## src/rtl/multicycle_ctrl_fsm.sv

```systemverilog
// Multi-cycle MIPS controller: IF/ID/EX/MEM/WB sequencing,
// memory wait timeout, illegal-opcode trap and retire counter.
module multicycle_ctrl_fsm #(
  parameter int ALU_OP_W = 2,
  parameter int WAIT_MAX = 15,
  parameter int CNT_W    = 32
) (
  input  logic                clk,
  input  logic                rst,
  input  logic [5:0]          opcode,
  input  logic [5:0]          funct,
  input  logic                mem_ready,
  output logic [2:0]          state,
  output logic                pc_write,
  output logic                ir_write,
  output logic                reg_dst_flag,
  output logic                alu_src_flag,
  output logic                mem_to_reg_flag,
  output logic                reg_write_flag,
  output logic                mem_read_flag,
  output logic                mem_write_flag,
  output logic                branch_flag,
  output logic                branch_ne_flag,
  output logic                jump_flag,
  output logic                link_flag,
  output logic [ALU_OP_W-1:0] alu_op,
  output logic                instr_done,
  output logic [CNT_W-1:0]    retired,
  output logic                illegal,
  output logic                timeout
);

  typedef enum logic [2:0] {
    S_IF   = 3'd0,
    S_ID   = 3'd1,
    S_EX   = 3'd2,
    S_MEM  = 3'd3,
    S_WB   = 3'd4,
    S_TRAP = 3'd5
  } state_t;

  localparam logic [5:0] OP_R    = 6'b000000;
  localparam logic [5:0] OP_LW   = 6'b100011;
  localparam logic [5:0] OP_SW   = 6'b101011;
  localparam logic [5:0] OP_BEQ  = 6'b000100;
  localparam logic [5:0] OP_BNE  = 6'b000101;
  localparam logic [5:0] OP_J    = 6'b000010;
  localparam logic [5:0] OP_JAL  = 6'b000011;
  localparam logic [5:0] OP_ADDI = 6'b001000;

  // one spare count above WAIT_MAX so the trap cycle cannot wrap
  localparam int WW = $clog2(WAIT_MAX + 2);

  localparam logic [ALU_OP_W-1:0] A_ADD = ALU_OP_W'(0);
  localparam logic [ALU_OP_W-1:0] A_SUB = ALU_OP_W'(1);
  localparam logic [ALU_OP_W-1:0] A_FN  = ALU_OP_W'(2);

  state_t        cur;
  state_t        nxt;
  logic [WW-1:0] wcnt;
  logic          is_r, is_lw, is_sw, is_beq;
  logic          is_bne, is_j, is_jal, is_addi;
  logic          legal;
  logic          in_mem;
  logic          wait_hit;
  logic          trap_ill;
  logic          trap_to;

  assign is_r    = opcode == OP_R;
  assign is_lw   = opcode == OP_LW;
  assign is_sw   = opcode == OP_SW;
  assign is_beq  = opcode == OP_BEQ;
  assign is_bne  = opcode == OP_BNE;
  assign is_j    = opcode == OP_J;
  assign is_jal  = opcode == OP_JAL;
  assign is_addi = opcode == OP_ADDI;
  assign legal   = is_r | is_lw | is_sw | is_beq
                 | is_bne | is_j | is_jal | is_addi;

  assign in_mem   = (cur == S_IF) || (cur == S_MEM);
  assign wait_hit = (WAIT_MAX != 0) && in_mem && !mem_ready
                 && (wcnt == WW'(WAIT_MAX));
  assign state    = cur;

  always_comb begin
    nxt             = cur;
    trap_ill        = 1'b0;
    trap_to         = 1'b0;
    pc_write        = 1'b0;
    ir_write        = 1'b0;
    reg_dst_flag    = 1'b0;
    alu_src_flag    = 1'b0;
    mem_to_reg_flag = 1'b0;
    reg_write_flag  = 1'b0;
    mem_read_flag   = 1'b0;
    mem_write_flag  = 1'b0;
    branch_flag     = 1'b0;
    branch_ne_flag  = 1'b0;
    jump_flag       = 1'b0;
    link_flag       = 1'b0;
    alu_op          = A_ADD;
    instr_done      = 1'b0;
    unique case (cur)
      S_IF: begin
        mem_read_flag = 1'b1;
        if (mem_ready) begin
          ir_write = 1'b1;
          pc_write = 1'b1;
          nxt      = S_ID;
        end else if (wait_hit) begin
          trap_to = 1'b1;
          nxt     = S_TRAP;
        end
      end
      S_ID: begin
        if (!legal) begin
          trap_ill = 1'b1;
          nxt      = S_TRAP;
        end else if (is_j) begin
          jump_flag  = 1'b1;
          pc_write   = 1'b1;
          instr_done = 1'b1;
          nxt        = S_IF;
        end else if (is_jal) begin
          nxt = S_WB;
        end else begin
          nxt = S_EX;
        end
      end
      S_EX: begin
        unique case (1'b1)
          is_r: begin
            alu_op = A_FN;
            nxt    = S_WB;
          end
          is_addi: begin
            alu_src_flag = 1'b1;
            nxt          = S_WB;
          end
          is_lw, is_sw: begin
            alu_src_flag = 1'b1;
            nxt          = S_MEM;
          end
          is_beq: begin
            branch_flag = 1'b1;
            alu_op      = A_SUB;
            instr_done  = 1'b1;
            nxt         = S_IF;
          end
          is_bne: begin
            branch_ne_flag = 1'b1;
            alu_op         = A_SUB;
            instr_done     = 1'b1;
            nxt            = S_IF;
          end
          default: nxt = S_TRAP;
        endcase
      end
      S_MEM: begin
        mem_read_flag  = is_lw;
        mem_write_flag = is_sw;
        if (mem_ready) begin
          instr_done = is_sw;
          nxt        = is_sw ? S_IF : S_WB;
        end else if (wait_hit) begin
          trap_to = 1'b1;
          nxt     = S_TRAP;
        end
      end
      S_WB: begin
        reg_write_flag  = 1'b1;
        instr_done      = 1'b1;
        reg_dst_flag    = is_r;
        mem_to_reg_flag = is_lw;
        link_flag       = is_jal;
        jump_flag       = is_jal;
        pc_write        = is_jal;
        nxt             = S_IF;
      end
      S_TRAP: nxt = S_TRAP;
      default: nxt = S_IF;
    endcase
    if (rst) begin
      pc_write        = 1'b0;
      ir_write        = 1'b0;
      reg_dst_flag    = 1'b0;
      alu_src_flag    = 1'b0;
      mem_to_reg_flag = 1'b0;
      reg_write_flag  = 1'b0;
      mem_read_flag   = 1'b0;
      mem_write_flag  = 1'b0;
      branch_flag     = 1'b0;
      branch_ne_flag  = 1'b0;
      jump_flag       = 1'b0;
      link_flag       = 1'b0;
      alu_op          = A_ADD;
      instr_done      = 1'b0;
    end
  end

  always_ff @(posedge clk) begin
    if (rst) begin
      cur     <= S_IF;
      wcnt    <= '0;
      retired <= '0;
      illegal <= 1'b0;
      timeout <= 1'b0;
    end else begin
      cur <= nxt;
      if (instr_done)
        retired <= retired + 1'b1;
      if (mem_ready || ((nxt != cur) &&
          ((nxt == S_IF) || (nxt == S_MEM))))
        wcnt <= '0;
      else if (in_mem && (WAIT_MAX != 0))
        wcnt <= wcnt + 1'b1;
      if (trap_ill)
        illegal <= 1'b1;
      if (trap_to)
        timeout <= 1'b1;
    end
  end

endmodule

```

## config.mk

```make
export PLATFORM = sky130hd
export DESIGN_NAME = multicycle_ctrl_fsm
export DESIGN_NICKNAME = d
export VERILOG_FILES = /design/src/rtl/multicycle_ctrl_fsm.sv
export SDC_FILE = /design/constraint.sdc
export NUM_CORES = 1
export LEC_CHECK = 0
export CAP_MARGIN = 20
export CORE_ASPECT_RATIO = 1.1
export CORE_MARGIN = 4
export CORE_UTILIZATION = 30
export CTS_CLUSTER_SIZE = 28
export DETAILED_ROUTE_END_ITERATION = 10
export SLEW_MARGIN = 5
export SYNTH_ARGS = -nofsm -noshare
export SYNTH_HDL_FRONTEND = slang
export SYNTH_SLANG_ARGS = --single-unit
```

## constraint.sdc

```tcl
create_clock -name clk -period 4.3 [get_ports clk]
set_input_delay 0.43 -clock clk [delete_from_list [all_inputs] [get_ports clk]]
set_output_delay 0.43 -clock clk [all_outputs]
set_load 0.01 [all_outputs]
```

==> key figures, run 1 <==
Setup path
  • CP endpoint kind: output port
  • Reg2reg end: retired[19]
  • R2R Setup Slk: 1820 ps
  • Crit path max fanout: 18
  • Crit path kind: input port to output port
  • Crit path required time: between 3000 and 4000 ps
  • CP Data Arrival Time: 3020 ps
  • Worst r2r path cells: 6
  • R2R Path Start: state[2]
  • Worst setup SP type: input port

Power
  • Lkg Pwr: 0.00125 µW
  • Power per cell area: around 230 nW/µm²
  • P_sw: 211 µW
  • Clk pwr share: 0.381
  • Part of the power in combinational logic: 0.125
  • Sequential power share: 0.494
  • Sw frac: 0.257
  • Worst vdd ir: 156 µV
  • P_int: 612 µW

Drt
  • Vias: 2704
  • Pre-antenna DRT Iters: 4
  • Wire per inst: ~15 µm
  • DR DRC count: 0
  • Initial drt markers: 99
  • Vias/cell: 5.26
  • Post-route antenna net violation count: 0
  • Routed wire length: 7.53 mm

Logic synthesis
  • Sequential share of the synthesized area: 0.300
  • Yosys cell types: 62
  • FF+latch count, synth: 42
  • Post-synth EDFFs: 0
  • Mapped Area: 2800 µm²
  • Synth Area per Inst: between 8 and 9 µm²
  • Net Count, Synth: 368
  • Synth Instances: 350
  • Post-synth ARST share: 0
  • Ys flop type: dfxtp_1
  • YS warnings: 0

Global routing
  • Largest net degree at the start of global routing: 68
  • Vias in the first global route: 2616
  • Antenna violations before repair: 0
  • First-pass GRT wire length: 12.4 mm
  • Grt ovf: 0
  • GRT Overall Usage: 0.138

Clock tree
  • Clk_lat worst skew: around 300 ps
  • Post-CTS setup buffers: 0
  • H-Tree Depth: 2
  • Clk slew on worst S/H paths: ~80 ps
  • Clk sinks: 42
  • CTS Hold Bufs: 0
  • CTS root buf: clkbuf_8
  • Cts bufs inserted: 5
  • CTS resizes: 0
  • Clk buf depth: 2
  • CTS tree: built

STA
  • Final Hold Fails: 0
  • Slew @ Worst Pin: 808 ps
  • Max Clock Freq: 289 MHz
  • Slew Viols, Final: 0
  • Setup violators final: 0
  • Final worst path period share: 0.803
  • Clk_skew: approximately 13 ps
  • Worst rel slew slack: 0.457
  • Total negative slack: 0 ps
  • Worst hold slack: 482 ps
  • Minimum clock period: around 3500 ps
  • Unrepaired setup endpoints after global routing: no

Cells and area
  • Layout fillers: 925
  • Synth-to-Final Area Change: 27.8%
  • Layout cells sized above 1: 0.120
  • Footprint of the multi-input gates: 1830 µm²
  • Reg area: 841 µm²
  • Final net count: 417
  • Antenna diodes: 0

Die
  • Core ar.: 8960 µm²
  • Die W: 100 µm
  • Initial Utilization: 0.313
  • Die ar.: 10900 µm²
  • Die Y: about 110 µm
  • Rows: 36
  • I/O pin count: 67

Min path
  • Worst hold path endpoint: illegal
  • Hold Crit Class: register to register
  • Hold depth: 2
  • Worst Hold Launch: illegal

Placement
  • PortBufs: 60
  • GPL Wtd Cong: between 0.8 and 0.9
  • DP Wirelength: 5.39 mm

Status
  • Status: finished clean

Job
  • Max-cap viol count: 0
per-layer routing:
| layer | routed length [µm] | GRT usage | up-vias |
|---|---|---|---|
| li1 | - | - | 1346 |
| met1 | 3380 | 0.173 | 1277 |
| met2 | 3720 | 0.243 | 73 |
| met3 | 338 | 0.0260 | 8 |
| met4 | 97 | 0.0346 | 0 |
| met5 | 0 | 0 | - |
worst max path at each step:
stage,from,endpoint,slack [ps],depth (start not counted)
global placement,opcode[3],instr_done,860,6
floorplan,opcode[3],instr_done,2080,6
finish,opcode[3],instr_done,850,6
global route,opcode[3],instr_done,760,6
CTS,opcode[3],instr_done,870,6
detailed placement,opcode[3],instr_done,870,6
worst max-delay path: stages:
cell	delay (ps)
clkdlybuf4s50_1	570
nor3_1	620
and4b_1	400
o21bai_4	210
a21oi_1	220
clkdlybuf4s50_1	560
power groups by stage:
stage | clock network, µW | logic [µW] | registers (µW)
after floorplan | 0 | 69.4 | 410
after global placement | 0 | 102 | 415
after detailed placement | 0 | 103 | 415
after CTS | 328 | 103 | 406
after global routing | 339 | 114 | 408
final | 314 | 103 | 406
layout by cell type (no fill, tap or decap), types with 3 or more instances in the layout:
cell and instances:
a211oi_2 3, ha_1 3, and2_1 4, buf_4 4, clkbuf_8 5, nand3_1 13
mux2_1 11, nor2_1 52, a211oi_1 9, and4_1 4, inv_1 8, clkdlybuf4s50_1 59
o21ai_0 4, nand4_1 7, mux2_2 18, nand2_1 21, a31oi_1 3, a21oi_1 25
nor3_1 13, dfxtp_1 42, nor2b_1 28, or2_2 6, nor4_1 3, and3_1 6
cell usage after synthesis, types with 6 or more instances:
library cell,n,share of area
nor2b_1,28,0.063
nor2_1,52,0.070
nand4_1,7,0.016
or2_2,6,0.013
nor3_1,13,0.023
nand3_1,13,0.023
a21oi_1,25,0.045
dfxtp_1,42,0.30
inv_1,8,0.011
mux2_1,11,0.044
a211oi_1,9,0.024
clkbuf_1,12,0.016
and3_1,6,0.013
mux2_2,18,0.072
nand2_1,21,0.028
buf_2,6,0.011
sequential cells by signal, indices dropped and copies added (netlist names):
signal	flops
state	3
retired	32
wcnt	5
illegal	1
timeout	1
cell type report:
class / count / share of cell area
repair buffers: 64 / 0.175
flip-flops and latches: 42 / 0.235
clock buffers: 6 / 0.0203
inverters: 8 / 0.00839
multi-input cells: 278 / 0.512
clock inverters: 2 / 0.0105
well taps: 114 / 0.0398
stage by stage:
step           instances  area, µm²  power [µW]  setup WS [ps]  utilization
2_1_floorplan        350       2800         479           2080            -
3_3_place_gp         506       3470         517            860        0.387
3_5_place_dp         506       3470         518            867        0.387
4_1_cts              514       3580         837            869        0.399
5_1_grt              514       3580         861            763        0.399
6_report             514       3580         823            846        0.399
cells by family after synthesis:
| group | Yosys count | share of synthesized area |
|---|---|---|
| adders and majority gates | 3 | 0.0134 |
| AOI/OAI and AO/OA | 68 | 0.177 |
| DFF | 42 | 0.300 |
| buffers and inverters | 30 | 0.0460 |
| muxes | 31 | 0.124 |
| xor gates and xnor gates | 3 | 0.00938 |
| and+or+nand+nor | 173 | 0.330 |
(Power assumes the default switching activity.)
==> inputs of run 2 (changes only) <==
- clock period: 4.3 -> 2.8 ns (I/O delays scaled with it)
==> run 2 against run 1 <==
  * Register-to-register slack worse by 1400 ps
  * First-iteration DRC count is 18% lower
  * Sequential share of layout area is 0.91 points lower
  * Non-clock buffer count is 18 higher
  * Total power is 57% higher
  * Largest power group unchanged
==> key figures, run 2 (same netlist as run 1, synthesis figures left out) <==
Cells and area
  • Fin area: 3740 µm² (was 3580 µm²)
  • Fin cells: 532 (was 514)
  • Commonest non-fill, non-tap cell in the layout: clkdlybuf4s50_1 (unchanged)
  • Largest Register: retired (unchanged)
  • Most frequent cells in the layout: clkdlybuf4s50_1, nor2_1, dfxtp_1 (unchanged)
  • Layout cells sized above 1: 0.172 (was 0.120)
  • Antenna diodes: 0 (unchanged)
  • Largest register FFs: 32 (unchanged)
  • Synth-to-Final Area Change: 33.6% (was 27.8%)
  • Final net count: 435 (was 417)

Clock tree
  • H-Tree Depth: 2 (unchanged)
  • CTS tree: built (unchanged)
  • Clk buf depth: 2 (unchanged)
  • Clk_lat worst skew: 300 ps (about the same)
  • Clk sinks: 42 (unchanged)
  • Post-CTS setup buffers: 0 (unchanged)
  • CTS Hold Bufs: 0 (unchanged)
  • CTS resizes: 2 (was 0)
  • Cts bufs inserted: 5 (unchanged)
  • Clk slew on worst S/H paths: 80 ps (about the same)
  • CTS root buf: clkbuf_8 (unchanged)

Drt
  • Initial drt markers: 81 (was 99)
  • Pre-antenna DRT Iters: 4 (unchanged)
  • Wire per inst: 14.5 µm (was 14.7 µm)
  • Vias/cell: 5.13 (was 5.26)
  • Post-route antenna net violation count: 0 (unchanged)
  • DR DRC count: 0 (unchanged)
  • Vias: 2729 (was 2704)
  • Routed wire length: 7.72 mm (was 7.53 mm)

Placement
  • GPL Wtd Cong: 0.865 (was 0.824)
  • DP Area: 3610 µm² (was 3470 µm²)
  • Post-place setup slack: -40.2 ps (was 867 ps)
  • Inst Count DP: 524 (was 506)
  • PortBufs: 60 (unchanged)
  • DP Wirelength: 5.61 mm (was 5.39 mm)

Global routing
  • Antenna violations before repair: 0 (unchanged)
  • Vias in the first global route: 2813 (was 2616)
  • First-pass GRT wire length: 13.7 mm (was 12.4 mm)
  • Grt ovf: 0 (unchanged)
  • GRT Overall Usage: 0.150 (was 0.138)
  • Largest net degree at the start of global routing: 64 (was 68)

Die
  • Die Y: 109 µm (unchanged)
  • Core ar.: 8960 µm² (unchanged)
  • Die W: 100 µm (unchanged)
  • Initial Utilization: 0.313 (unchanged)
  • I/O pin count: 67 (unchanged)
  • Die ar.: 10900 µm² (unchanged)
  • Rows: 36 (unchanged)

Setup path
  • Worst setup SP type: input port (unchanged)
  • CP endpoint kind: output port (unchanged)
  • CP Data Arrival Time: 2400 ps (was 3020 ps)
  • Crit path max fanout: 5 (was 18)
  • Crit path required time: 2520 ps (was 3870 ps)
  • Crit path kind: input port to output port (unchanged)

Job
  • Max-cap viol count: 0 (unchanged)

Power
  • Lkg Pwr: 0.00137 µW (was 0.00125 µW)
  • Worst vdd ir: 203 µV (was 156 µV)
  • Power per cell area: 345 nW/µm² (was 230 nW/µm²)

STA
  • Clk_skew: 13.2 ps (was 13.5 ps)
  • Total negative slack: 0 ps (unchanged)
  • Slew @ Worst Pin: 688 ps (was 808 ps)
  • Unrepaired setup endpoints after global routing: no (unchanged)
  • Final Hold Fails: 0 (unchanged)
  • Final worst path period share: 0.957
  • Minimum clock period: 2680 ps
  • Max Clock Freq: 373 MHz
  • Setup violators final: 0 (unchanged)
  • Worst hold slack: 385 ps (was 482 ps)
  • Slew Viols, Final: 0 (unchanged)
  • Worst rel slew slack: 0.541 (was 0.457)
  • Setup slack after layout: 119 ps (was 846 ps)

Status
  • Status: finished clean (unchanged)

Min path
  • Hold Crit Class: input port to register (was register to register)
==> run 2: changes by cell type in the layout (fill, tap and decap cells not counted), moves of 2 or more <==
cell	previous run	this run
dlymetal6s2s_1	0	2
dfxtp_2	0	3
buf_4	4	22
dfxtp_1	42	39
clkdlybuf4s50_1	59	57
==> run 2: final timing paths <==
| check | from | end | slack [ps] | cells after the start |
|---|---|---|---|---|
| worst max-delay path | opcode[5] | instr_done | 120 | 6 |
| worst min-delay path | rst | timeout | 390 | 2 |
| worst max register to register | retired[3] | retired[30] | 380 | 5 |
| worst min register to register | illegal | illegal | 480 | 2 |
==> run 2: layout make-up <==
cell class | count | area [µm²]
Fill cell | 931 | 5220
Tap cell | 114 | 143
Sequential cell | 42 | 845
Clock buffer | 6 | 72.6
Clock inverter | 2 | 37.5
Timing Repair Buffer | 82 | 766
Inverter | 8 | 30.0
Multi-Input combinational cell | 278 | 1850
==> run 2: stage by stage <==
| step | util | power, µW |
|---|---|---|
| 3_3_place_gp | 0.402 | 810 |
| 3_5_place_dp | 0.402 | 813 |
| 4_1_cts | 0.415 | 1300 |
| 2_1_floorplan | - | 736 |
| 5_1_grt | 0.418 | 1360 |
| 6_report | 0.418 | 1290 |
==> run 2: critical path: stages <==
cell	delay (ps)
clkdlybuf4s50_1	530
or3_4	400
nor4b_4	330
o21bai_4	110
a21oi_2	180
clkdlybuf4s50_1	570
==> run 2: routing by layer <==
metal,vias up,share of wire,track usage
met5,-,0,0
met1,1273,0.45,0.193
li1,1384,-,-
met4,0,0.011,0.0327
met3,6,0.045,0.0324
met2,66,0.49,0.259
==> run 2: power breakdown <==
part | total (µW) | internal (µW) | switching, µW
clock network | 489 | 266 | 223
registers | 621 | 606 | 14.8
logic | 180 | 82.4 | 97.7
total | 1290 | 955 | 335
==> inputs of run 3 (changes only) <==
- ABC_CLOCK_PERIOD_IN_PS: unset -> 2800
==> results of run 3 <==
No change in the layout: final DEF, timing and power equal those of run 2.
